## config.mk

```make
export PLATFORM = sky130hd
export DESIGN_NAME = multi_accum_array
export DESIGN_NICKNAME = d
export VERILOG_FILES = /design/src/rtl/multi_accum_array.sv
export SDC_FILE = /design/constraint.sdc
export NUM_CORES = 1
export LEC_CHECK = 0
export CAP_MARGIN = 20
export CORE_MARGIN = 2
export CORE_UTILIZATION = 60
export CTS_CLUSTER_DIAMETER = 120
export CTS_CLUSTER_SIZE = 10
export DETAILED_ROUTE_END_ITERATION = 7
export GPL_ROUTABILITY_DRIVEN = 0
export MAX_ROUTING_LAYER = met4
export PLACE_DENSITY = 0.86
export RECOVER_POWER = 100
export SLEW_MARGIN = 10
export SYNTH_ARGS = -nofsm -noshare
export SYNTH_HDL_FRONTEND = slang
export SYNTH_SLANG_ARGS = --single-unit
```

## constraint.sdc

```tcl
create_clock -name clk -period 3.5 [get_ports clk]
set_input_delay 0.7 -clock clk [delete_from_list [all_inputs] [get_ports clk]]
set_output_delay 0.7 -clock clk [all_outputs]
set_load 0.01 [all_outputs]
```

## src/rtl/multi_accum_array.sv

```systemverilog
// NCH independent W-bit accumulators with per-channel 3-bit commands,
// two-stage pipeline, sticky overflow flags and a sticky global halt.
module multi_accum_array #(
  parameter int NCH = 2,
  parameter int W   = 8,
  parameter int SAT = 0
) (
  input  logic             clk,
  input  logic             reset_n,
  input  logic [NCH-1:0]   cmd_vld,
  input  logic [3*NCH-1:0] opcode,
  input  logic [W*NCH-1:0] operand,
  output logic [W*NCH-1:0] accum_out,
  output logic [NCH-1:0]   ovf,
  output logic             halt
);

  typedef enum logic [2:0] {
    OP_NOP, OP_INC, OP_DEC, OP_ADD,
    OP_CPY, OP_LD,  OP_CLR, OP_HLT
  } op_e;

  localparam logic [W-1:0] ONES = '1;

  logic [NCH-1:0]   vld_q;
  logic [3*NCH-1:0] op_q;
  logic [W*NCH-1:0] opd_q;
  logic [W-1:0]     acc_q [NCH];
  logic [W-1:0]     acc_d [NCH];
  logic [NCH-1:0]   ovf_q;
  logic [NCH-1:0]   ovf_set;
  logic [NCH-1:0]   hreq;
  logic             halt_q;

  for (genvar g = 0; g < NCH; g++) begin : g_ch
    op_e          op;
    logic [W-1:0] opd;
    logic [W-1:0] cur;
    logic [W-1:0] src;
    logic [W-1:0] nxt;
    logic [W:0]   sum;
    logic         set;
    logic         hr;

    assign op  = op_e'(op_q[3*g +: 3]);
    assign opd = opd_q[W*g +: W];
    assign cur = acc_q[g];

    // Out-of-range or oversized source index falls back to self.
    always_comb begin
      src = cur;
      for (int j = 0; j < NCH; j++)
        if (opd == W'(j)) src = acc_q[j];
    end

    always_comb begin
      nxt = cur;
      set = 1'b0;
      hr  = 1'b0;
      sum = '0;
      if (vld_q[g] && !halt_q) begin
        unique case (op)
          OP_NOP: ;
          OP_INC: begin
            sum = {1'b0, cur} + (W+1)'(1);
            set = sum[W];
            nxt = (set && SAT != 0) ? ONES : sum[W-1:0];
          end
          OP_DEC: begin
            set = (cur == '0);
            nxt = (set && SAT != 0) ? '0 : cur - W'(1);
          end
          OP_ADD: begin
            sum = {1'b0, cur} + {1'b0, opd};
            set = sum[W];
            nxt = (set && SAT != 0) ? ONES : sum[W-1:0];
          end
          OP_CPY: nxt = src;
          OP_LD:  nxt = opd;
          OP_CLR: nxt = '0;
          OP_HLT: hr  = 1'b1;
          default: ;
        endcase
      end
    end

    assign acc_d[g]   = nxt;
    assign ovf_set[g] = set;
    assign hreq[g]    = hr;
    assign accum_out[W*g +: W] = acc_q[g];
  end

  always_ff @(posedge clk) begin
    if (!reset_n) begin
      vld_q  <= '0;
      op_q   <= '0;
      opd_q  <= '0;
      ovf_q  <= '0;
      halt_q <= 1'b0;
      for (int i = 0; i < NCH; i++) acc_q[i] <= '0;
    end else begin
      vld_q  <= cmd_vld;
      op_q   <= opcode;
      opd_q  <= operand;
      ovf_q  <= ovf_q | ovf_set;
      halt_q <= halt_q | (|hreq);
      for (int i = 0; i < NCH; i++) acc_q[i] <= acc_d[i];
    end
  end

  assign ovf  = ovf_q;
  assign halt = halt_q;

endmodule

```

# == After elaboration in Yosys (flattened, before gate mapping) ==
# Memories as Yosys holds them, arrays and structs flattened.
# Index checks and enable logic that the tools add are counted.
# W data, S select, Z words.
# totals
regBits,27
latchBits,0
ramBits,16
mem_bits_ro,0
inputBits,26
output_inout_bits,19
elab_cells,58
n_memories,1
# op_classes
add_sub_neg,6
multipliers,0
div,0
magnitude_cmp,0
eq_ne,16
shift,0
n_mux,19
n_bitwise,4
n_reduce_logical,7
# mem_list
name,depth,width,rd,rd_clocked_by_memory_dff,write_ports,line_no,source
acc_q,2,8,2,0,2,28,logic [W-1:0] acc_q [NCH];
# op_table
cell,n
$pmux W8 S6,2
$mux W8,7
$eq A3 B3 Y1 const B,8
$logic_not A8 Y1,3
$add A8 B1 Y9 const B,2
$add A8 B8 Y9,2
$eq A8 B1 Y1 const B,2
$sub A8 B1 Y8 const B,2
$eq A3 B2 Y1 const B,4
$mux W1,8
$eq A3 B1 Y1 const B,2
$pmux W1 S3,2
$or A1 B1 Y1,3
$logic_and A1 B1 Y1,2
$or A2 B2 Y2,1
$reduce_or A2 Y1,1
$logic_not A1 Y1,1

# == Logic depth before layout (Yosys ltp) ==
# depth
word_depth,6
mapped_depth,9
mapped_depth_nobuf,9

# == Least setup slack after synthesis ==
# OpenSTA, ideal clock, no wires.
# synth_path
path_kind,reg2reg
from,"mem acc_q[1][0], in the netlist acc_q[0][8]"
to,"mem acc_q[1][2], in the netlist acc_q[0][10]"
setup_time_ns,0.115
arrival_time_ns,1.892
required_ns,3.385
path_slack_ns,1.493
stages_incl_launch_ff,9
n_path_buf,0
synth_period_minus_slack_ns,2.007
path_cell_list,dfxtp_1 > ha_1 > inv_1 > fa_1 > xnor2_1 > a221o_1 > a31oi_1 > o22ai_1 > and2_1
# synth_rtl
element,line_no
"start, declared",28

==> impl_metrics.toml <==
[routing]
drc = 0
routed_wl_um = 8866
avgRoutedWirePerCell_um = 17.42
drt-initial-drc-count = 493
viasPerCell = 6.585
routed-via-count = 3352
final_antenna_net_count = 0
firstDrtPassIters = 5

[finish]
area_growth_syn_to_layout_pct = 13.29
num_antenna_cells = 0
final_cell_mix = "43 x dfxtp_1, 33 x nor2_1, 28 x a21oi_1, 24 x clkdlybuf4s50_1, 23 x nand2_1"
fin_nets = 486
drive_above_1_share_pct = 5.034
final_util_pct = 69.82
final_common_cell = "dfxtp_1"
stdcell_count = 509
num-fill-cells = 447

[clock_network]
htreeDepth = 2
cts_resized = 0
root_buffer = "clkbuf_8"
cts_made_buffers = 5
clk_pin_slew_ps = 100
postCtsSetupBuffers = 0
clock-sinks = 43
tritoncts = "yes"
clock_latency_ps = 310
cts_hold_repair.buffers = 0
cts_buffer_depth = 2

[synthesis]
synth_top_area_share_pct = 25.68
syn_area_um2 = 3352
syn-instance-count = 409
syn_nets = 459
synthFlopType = "dfxtp_1"
synth_area_leaders = "dfxtp_1 26%, ha_1 8.2%, and2_1 4.9%, a21oi_1 4.2%, nor2_1 3.7%"
yosysUniqueCellTypes = 75
synth.ff_latch_count = 43
synth_top_area_cell = "dfxtp_1"
synth-edff-count = 0
avgSynthCellArea_um2 = 8.196
synth_seq_area_share_pct = 25.68
yosys_warnings = 0
async_flop_share_pct = 0

[min_path]
hold_path_end = "ovf[1]"
hold_start = "ovf[1]"
holdPathStages = 1
hold_class = "reg2reg"

[timing]
period_needed_ps = 2417
worst_pin_slew_ps = 1059
fmax_mhz = 413.7
slew_headroom_pct = 28.68
rsz0062_at_grt = "no"
clock_skew_ps = 16.37
fin_setup_tns_ps = 0
hold_viol_final = 0
maxSlewViolCount = 0
fin_crit_sh_pct = 69.07
setup_violations = 0

[critical_path]
crit_path_end_kind = "flip-flop"
r2r_start = "acc_q[0][10]"
ff2ff_setup_slack_ps = 1180
crit_family = "buffers and inverters"
worst-path-buf-inv = 2
cpMaxStageDelayCell = "dlygate4sd3_1"
reg2reg_depth = 7
path_depth = 4
path_class = "in2reg"
cp-start-kind = "input port"
crit_chain = "dlygate4sd3_1, clkbuf_1, o21ai_0, a21oi_1"
r2r-end = "ovf[1]"
critical_path_arrival_ps = 2660
cp.required_ps = 3740
cp_max_fo = 27
cpPeakStageDelay_ps = 920

[floorplan]
die_w_um = 78.75
num_rows = 27
io_pins = 45
start_util_pct = 61.63
die_y_um = 78.75
die_area_um2 = 6201
core_um2 = 5439

[pwr]
leakage_nw = 1.537
combPwrFrac_pct = 21.5
p_int_w = 0.0008024
swShare_pct = 31.15
power_density_nw_per_um2 = 306.9
vdd_drop_max_mv = 0.2955
p_seq_share_pct = 48.9
power_frac_clock_pct = 29.6
switchingPower_w = 0.0003631

[global_route]
gr-total-overflow = 0
antenna_found_initial = 0
track_usage_pct = 29.98
grt_pass1_wl_um = 14300
grt_pass1_vias = 3001
grt_start_max_net_pins = 28

[run]
cap_violations = 0

[placement]
dp_cells = 501
port_buffers = 44
dp_hpwl_um = 6387

[outcome]
outcome = "finished clean"
-- kinds of logic (layout without fill, tap and decap cells) --
group           Yosys count  in the layout  synth area share [%]
compound gates          121            121                 24.90
xor+xnor                 22             22                 5.748
fa+ha+maj                24             24                 9.406
buf+inv                  41             69                 7.092
flops                    43             43                 25.68
mux                       8              8                 2.389
simple gates            150            150                 24.79
-- state kept, by name, summed over array words and instances, names as in the netlist --
register,count
acc_q,16
opd_q,16
halt,1
vld_q,2
op_q,6
ovf,2
-- power groups by stage --
stage / logic (W) / registers, W / clock network (W)
2_1_floorplan: 0.000204 / 0.000545 / 0
3_3_place_gp: 0.000243 / 0.000577 / 0
3_5_place_dp: 0.000249 / 0.000579 / 0
4_1_cts: 0.000251 / 0.000567 / 0.000348
5_1_grt: 0.000277 / 0.000573 / 0.000362
6_report: 0.000251 / 0.000570 / 0.000345
-- per-stage QoR --
stage / worst slack, ps / hold slack [ps] / area, um^2 / total power, W
after global routing: 842.9 / 504.3 / 3797 / 0.001213
after CTS: 1133 / 501.1 / 3815 / 0.001167
after detailed placement: 1282 / 467.4 / 3716 / 0.0008277
after floorplan: 1493 / 475.3 / 3352 / 0.0007482
after global placement: 1338 / 473.2 / 3716 / 0.0008205
final: 1083 / 502.7 / 3797 / 0.001165
-- worst register-to-register path, delay by kind of cell (launching register included) --
family	cells	cell delay [ps]
flops	1	590
simple gates	1	160
compound gates	5	1120
fa+ha+maj	1	350
-- per-layer routing --
layer / GRT usage, % / wire length, um
met1: 39.27 / 3720
met2: 45.98 / 3959
met3: 5.795 / 951
met4: 11.58 / 234
met5: - / 0
-- area by class of cell --
| cell class | instances | area [um^2] | area share, % |
|---|---|---|---|
| well taps | 72 | 90.09 | 2.372 |
| inverters | 15 | 56.30 | 1.483 |
| multi-input cells | 325 | 2240 | 58.98 |
| repair buffers | 46 | 451.7 | 11.89 |
| flip-flops and latches | 43 | 860.8 | 22.67 |
| clock buffers | 6 | 82.58 | 2.175 |
| clock inverters | 2 | 16.27 | 0.4283 |
-- how the worst max path moves through the flow --
stage	end	slack, ps	startpoint
2_1_floorplan	acc_q[0][10]	1490	acc_q[0][8]
3_3_place_gp	acc_q[0][6]	1340	acc_q[0][0]
3_5_place_dp	acc_q[0][6]	1280	acc_q[0][0]
4_1_cts	accum_out[1]	1130	acc_q[0][1]
5_1_grt	ovf[0]	840	reset_n
6_report	ovf[0]	1080	reset_n
-- cell usage after synthesis, types with 4 or more instances --
cell and number:
inv_1 14, and3_1 4, ha_1 22, xor2_1 11, o21a_1 6, xnor2_1 11, buf_2 8, a31oi_1 4
nand3_1 12, nor3_1 7, a21oi_1 28, nand4_1 8, mux2i_1 8, nand2_1 23, buf_6 4, clkbuf_1 9
o21ai_0 17, dfxtp_1 43, o211ai_1 4, o221ai_1 5, nor2_1 33, o21ai_1 5, and2_1 26, a211oi_1 4
o22ai_1 9, nor2b_1 11
No activity file was read; power rests on OpenSTA's default activity.
